[src/rtl/mem_req_fifo_pkg.sv]
// Request type and sizing constants shared by the memory-side request path.
package mem_req_fifo_pkg;

   localparam int ADDR_FIELD_WIDTH   = 32;
   localparam int DATA_FIELD_WIDTH   = 64;
   localparam int BYTE               = 8;
   localparam int NUM_CORES          = 4;
   localparam int MEM_REQ_FIFO_DEPTH = 8;

   typedef enum logic [1:0] {
      OP_RD     = 2'd0,
      OP_WR     = 2'd1,
      OP_ATOMIC = 2'd2,
      OP_FLUSH  = 2'd3
   } opcode_e;

   typedef struct packed {
      logic                               valid;
      logic [$clog2(NUM_CORES)-1:0]       core_id;
      opcode_e                            opcode;
      logic [ADDR_FIELD_WIDTH-1:0]        addr;
      logic [DATA_FIELD_WIDTH-1:0]        data;
      logic [DATA_FIELD_WIDTH/BYTE-1:0]   be;
   } request_t;

endpackage

[src/rtl/req_fifo_ram.sv]
// Request storage: one synchronous write port, one asynchronous read port.
// Contents are deliberately not reset; validity is tracked by the occupancy count.
module req_fifo_ram
   import mem_req_fifo_pkg::*;
#(
   parameter int DEPTH = 8
) (
   input  logic                     clk,
   input  logic                     we_i,
   input  logic [$clog2(DEPTH)-1:0] waddr_i,
   input  request_t                 wdata_i,
   input  logic [$clog2(DEPTH)-1:0] raddr_i,
   output request_t                 rdata_o
);

   request_t mem_q [DEPTH];

   always_ff @(posedge clk) begin
      if (we_i) begin
         mem_q[waddr_i] <= wdata_i;
      end
   end

   assign rdata_o = mem_q[raddr_i];

endmodule

[src/rtl/mem_req_fifo.sv]
// Elastic first-word-fall-through buffer between interconnect and memory controller.
// Requests presented while full are dropped, flagged sticky and counted (saturating).
module mem_req_fifo
   import mem_req_fifo_pkg::*;
#(
   parameter int DEPTH      = MEM_REQ_FIFO_DEPTH,
   parameter int AFULL_TH   = 6,
   parameter int DROP_CNT_W = 8
) (
   input  logic                    clk,
   input  logic                    reset,
   input  request_t                in_req,
   output logic                    in_ready,
   output request_t                out_req,
   input  logic                    out_ready,
   output logic [$clog2(DEPTH):0]  count,
   output logic                    empty,
   output logic                    full,
   output logic                    almost_full,
   output logic                    overflow_err,
   output logic [DROP_CNT_W-1:0]   drop_cnt
);

   localparam int            PW      = $clog2(DEPTH);
   localparam int            CW      = PW + 1;
   localparam logic [CW-1:0] DEPTH_C = CW'(DEPTH);
   localparam logic [CW-1:0] AFULL_C = CW'(AFULL_TH);

   logic [PW-1:0]         wr_ptr_q, wr_ptr_d;
   logic [PW-1:0]         rd_ptr_q, rd_ptr_d;
   logic [CW-1:0]         count_q, count_d;
   logic                  ovf_q, ovf_d;
   logic [DROP_CNT_W-1:0] drop_q, drop_d;

   logic     push, pop, drop;
   request_t ram_rdata;

   assign empty       = (count_q == '0);
   assign full        = (count_q == DEPTH_C);
   assign almost_full = (count_q >= AFULL_C);
   assign in_ready    = !full;

   assign push = in_req.valid && in_ready;
   assign pop  = !empty && out_ready;
   assign drop = in_req.valid && !in_ready;

   always_comb begin
      wr_ptr_d = wr_ptr_q;
      rd_ptr_d = rd_ptr_q;
      count_d  = count_q;
      ovf_d    = ovf_q;
      drop_d   = drop_q;

      if (push) wr_ptr_d = wr_ptr_q + PW'(1);
      if (pop)  rd_ptr_d = rd_ptr_q + PW'(1);

      unique case ({push, pop})
         2'b10:   count_d = count_q + CW'(1);
         2'b01:   count_d = count_q - CW'(1);
         default: count_d = count_q;
      endcase

      // An upstream that ignores backpressure re-presents each cycle, so every cycle counts.
      if (drop) begin
         ovf_d = 1'b1;
         if (drop_q != '1) drop_d = drop_q + DROP_CNT_W'(1);
      end
   end

   always_ff @(posedge clk or negedge reset) begin
      if (!reset) begin
         wr_ptr_q <= '0;
         rd_ptr_q <= '0;
         count_q  <= '0;
         ovf_q    <= 1'b0;
         drop_q   <= '0;
      end else begin
         wr_ptr_q <= wr_ptr_d;
         rd_ptr_q <= rd_ptr_d;
         count_q  <= count_d;
         ovf_q    <= ovf_d;
         drop_q   <= drop_d;
      end
   end

   req_fifo_ram #(
      .DEPTH (DEPTH)
   ) u_ram (
      .clk     (clk),
      .we_i    (push),
      .waddr_i (wr_ptr_q),
      .wdata_i (in_req),
      .raddr_i (rd_ptr_q),
      .rdata_o (ram_rdata)
   );

   assign out_req      = empty ? '0 : ram_rdata;
   assign count        = count_q;
   assign overflow_err = ovf_q;
   assign drop_cnt     = drop_q;

endmodule

[config.mk]
export PLATFORM = sky130hd
export DESIGN_NAME = mem_req_fifo
export DESIGN_NICKNAME = d
export VERILOG_FILES = /design/src/rtl/mem_req_fifo_pkg.sv /design/src/rtl/req_fifo_ram.sv /design/src/rtl/mem_req_fifo.sv
export SDC_FILE = /design/constraint.sdc
export NUM_CORES = 1
export LEC_CHECK = 0
export BUFFER_PORTS_ARGS = -buffer_cell sky130_fd_sc_hd__buf_2
export CORE_MARGIN = 2
export CORE_UTILIZATION = 56
export CTS_BUF_LIST = sky130_fd_sc_hd__clkbuf_8
export CTS_CLUSTER_DIAMETER = 120
export DETAILED_ROUTE_END_ITERATION = 12
export GPL_ROUTABILITY_DRIVEN = 0
export GPL_TIMING_DRIVEN = 0
export PLACE_DENSITY = 0.84
export REMOVE_ABC_BUFFERS = 1
export SYNTH_ARGS = -nofsm -noshare
export SYNTH_HDL_FRONTEND = slang
export SYNTH_SLANG_ARGS = --single-unit
[constraint.sdc]
create_clock -name clk -period 8.8 [get_ports clk]
set_clock_uncertainty 0.15 [all_clocks]
set_input_delay 1.32 -clock clk [delete_from_list [all_inputs] [get_ports clk]]
set_output_delay 1.32 -clock clk [all_outputs]
set_load 0.03 [all_outputs]
==> results.yml <==
setup_path:
  cp-start-kind: "flip-flop"
  setup.worst_path.start: "rd_ptr_q[0]"
  reg2reg_to: "u_ram.mem_q[0][105]"
  crit_path_end_kind: "output pin"
  r2r_slack_ns: 5.21
  critPathKind: "flip-flop to output pin"
  rr_startpoint: "count[2]"
  cp.arrival_ns: 3.68
  crit_end: "out_req[95]"
  worst_r2r_path_depth: 11
  cp_max_fo: 40
  required_ns: 7.33
synth:
  ys_seq_area_share_pct: 78.1
  synthCells: 1480
  ys_seq_elements: 891
  async_reset_ff_share_pct: 2.13
  synthFlopType: "edfxtp_1"
  synth-edff-count: 872
  ys_warn_count: 0
  syn_area_sq_um: 34100
  synth_cell_types: 35
  avgSynthCellArea_sq_um: 23.1
cts:
  cts_made_buffers: 139
  clk_pin_slew_worst_paths_ns: 0.06
  clock_latency_ns: 0.78
  tritoncts: "built"
  postCtsHoldBufs: 0
  cts-root-buf: "clkbuf_8"
  cts_max_level: 4
  clock_sinks: 891
  cts.path.max_buffers: 3
  cts_setup_buffers: 0
  cts_resized: 0
route:
  drc_errors: 0
  drt-vias-per-instance: 5.88
  detail_route.wl_per_cell_um: 24.6
  drtAntennaViolNets: 0
  drtPass1Iterations: 5
  routed_wl_mm: 67.6
  drt-initial-drc-count: 1152
  vias: 16200
floorplanning:
  pin_count: 238
  row_count: 90
  core_sq_um: 60400
  die_x_um: 251
  design.die.area_sq_um: 63000
  die_h_um: 251
  start_util_pct: 56.6
sta:
  worst_slew_pin_slew_ns: 0.971
  grt_setup_unrepaired: "false"
  layout_min_cycle_time_ns: 5.15
  hold_ws_ns: 0.316
  finalMaxSlewViolations: 0
  finalSetupViolations: 0
  post-route-period-util_pct: 58.5
  hold_viol: 0
  fmax_ghz: 0.194
  maxSlewHeadroom_pct: 34.9
pwr:
  p_leak_nw: 13.7
  powerDensity_nw_per_um2: 348
  peakVddDrop_v: 0.000329
placed_design:
  dp_hpwl_mm: 41.4
  io_buffers: 237
  place_area_sq_um: 37200
cells_and_area:
  nets: 1976
  final_core_utilization_pct: 65.8
  area_delta_synth_final_pct: 16.3
  drive_gt1_share_pct: 36.8
  final_area_sq_um: 39700
worst_hold_path:
  hold_path.class: "flip-flop to flip-flop"
  min_path_cells: 1
  worstHoldStart: "overflow_err"
global_route:
  grt_pass1_vias: 17100
  globalRouteTotalUtil_pct: 21.8
  overflow: 0
  antenna_found_initial: 6
  grt_max_degree: 64
  grt_pass1_wl_mm: 101
outcome:
  outcome: "complete, no violations"
flow_run:
  cap_violations: 0
## critical path, stage by stage (launching register included)
cell and delay, ns:
dfrtp_4 0.52, buf_16 0.30, buf_16 0.33, buf_16 0.30
buf_16 0.30, mux4_2 0.55, mux2i_1 0.17, nor2_1 0.11
buf_2 0.19
## area by class of cell
type	instances	area, sq um
clock buffers	142	1950
clock inverters	108	599
well taps	782	978
flip-flops and latches	891	26700
repair buffers	312	2480
inverters	2	7.51
diodes	2	5.00
multi-input cells	512	7020
fillers	3694	20600
## power breakdown
| group | leakage (nW) | switching (mW) | internal [mW] |
|---|---|---|---|
| logic | 4.07 | 3.02 | 2.03 |
| registers | 8.15 | 0.277 | 5.33 |
| clock network | 1.44 | 1.55 | 1.63 |
## registers in the layout (all words and copies together), names as in the netlist
name,cells
rd_ptr_q,3
u_ram.mem_q,872
drop_cnt,8
overflow_err,1
wr_ptr_q,3
count,4
## cell usage after synthesis (2+ instances only)
| library cell | n | area [sq um] |
|---|---|---|
| mux2i_1 | 109 | 1090 |
| a31oi_1 | 2 | 12.5 |
| a21o_1 | 2 | 15.0 |
| nand3_1 | 3 | 15.0 |
| mux4_2 | 218 | 4910 |
| edfxtp_1 | 872 | 26200 |
| xor2_1 | 8 | 70.1 |
| mux2_2 | 5 | 56.3 |
| nor3_1 | 2 | 10.0 |
| buf_6 | 25 | 282 |
| nor2_1 | 117 | 439 |
| nand2b_1 | 4 | 25.0 |
| buf_1 | 9 | 33.8 |
| nor3b_1 | 2 | 15.0 |
| dfrtp_1 | 19 | 475 |
| nor2b_1 | 2 | 12.5 |
| and3_1 | 4 | 25.0 |
| xnor2_1 | 5 | 43.8 |
| ha_1 | 6 | 75.1 |
| nand2_1 | 10 | 37.5 |
| a21oi_1 | 3 | 15.0 |
| buf_2 | 36 | 180 |
| clkbuf_1 | 5 | 18.8 |
## logic make-up (layout without fill, tap and decap cells)
group,count (synthesis),count (layout),share of synthesized area [%]
xor gates and xnor gates,13,13,0.333
buffers and inverters,77,564,1.53
AOI/OAI and AO/OA,10,10,0.198
and+or+nand+nor,151,151,1.89
other,0,2,0
adders and majority gates,6,6,0.220
DFF,891,891,78.1
muxes,332,332,17.7
## worst min path at each step
stage,end
5_1_grt,rd_ptr_q[0]
4_1_cts,drop_cnt[2]
6_report,overflow_err
2_1_floorplan,wr_ptr_q[0]
3_3_place_gp,overflow_err
3_5_place_dp,overflow_err
## stage by stage
| stage | TNS, ns | setup WS (ns) | std cells | power (mW) |
|---|---|---|---|---|
| after floorplan | -500.22 | -2.35 | 1405 | 9.87 |
| after global placement | -4722.86 | -9.10 | 2424 | 11.4 |
| after detailed placement | 0 | 4.41 | 2499 | 10.8 |
| after CTS | 0 | 3.47 | 2749 | 14.0 |
| after global routing | 0 | 3.35 | 2750 | 14.4 |
| final | 0 | 3.65 | 2751 | 13.8 |
## per-layer routing
metal  part of all wire (%)  global-route usage [%]  up-vias
li1                       -                       -     6954
met1                     40                    29.1     8499
met2                     51                    35.5      584
met3                    6.8                    5.35      122
met4                    2.1                    7.60       10
met5                  0.086                       0        -
## layout by cell type (no fill, tap or decap), types with 2 or more instances in the layout
master      instances
a21o_1              2
a21oi_1             3
a31oi_1             2
and3_1              4
buf_12             24
buf_16             13
buf_2             237
buf_6              31
buf_8               7
bufinv_16           4
clkbuf_8          142
clkinv_1           37
clkinv_2           14
clkinv_8            2
clkinvlp_4          7
dfrtp_1            16
dfrtp_4             3
diode_2             2
edfxtp_1          872
ha_1                6
inv_1              42
inv_8               2
mux2_2              5
mux2i_1           109
mux4_2            218
nand2_1            10
nand2b_1            4
nand3_1             3
nor2_1            111
nor2_4              6
nor2b_1             2
nor3_2              3
nor3b_1             2
xnor2_1             5
xor2_1              8
Note: power is estimated with default switching activity, not from simulation.
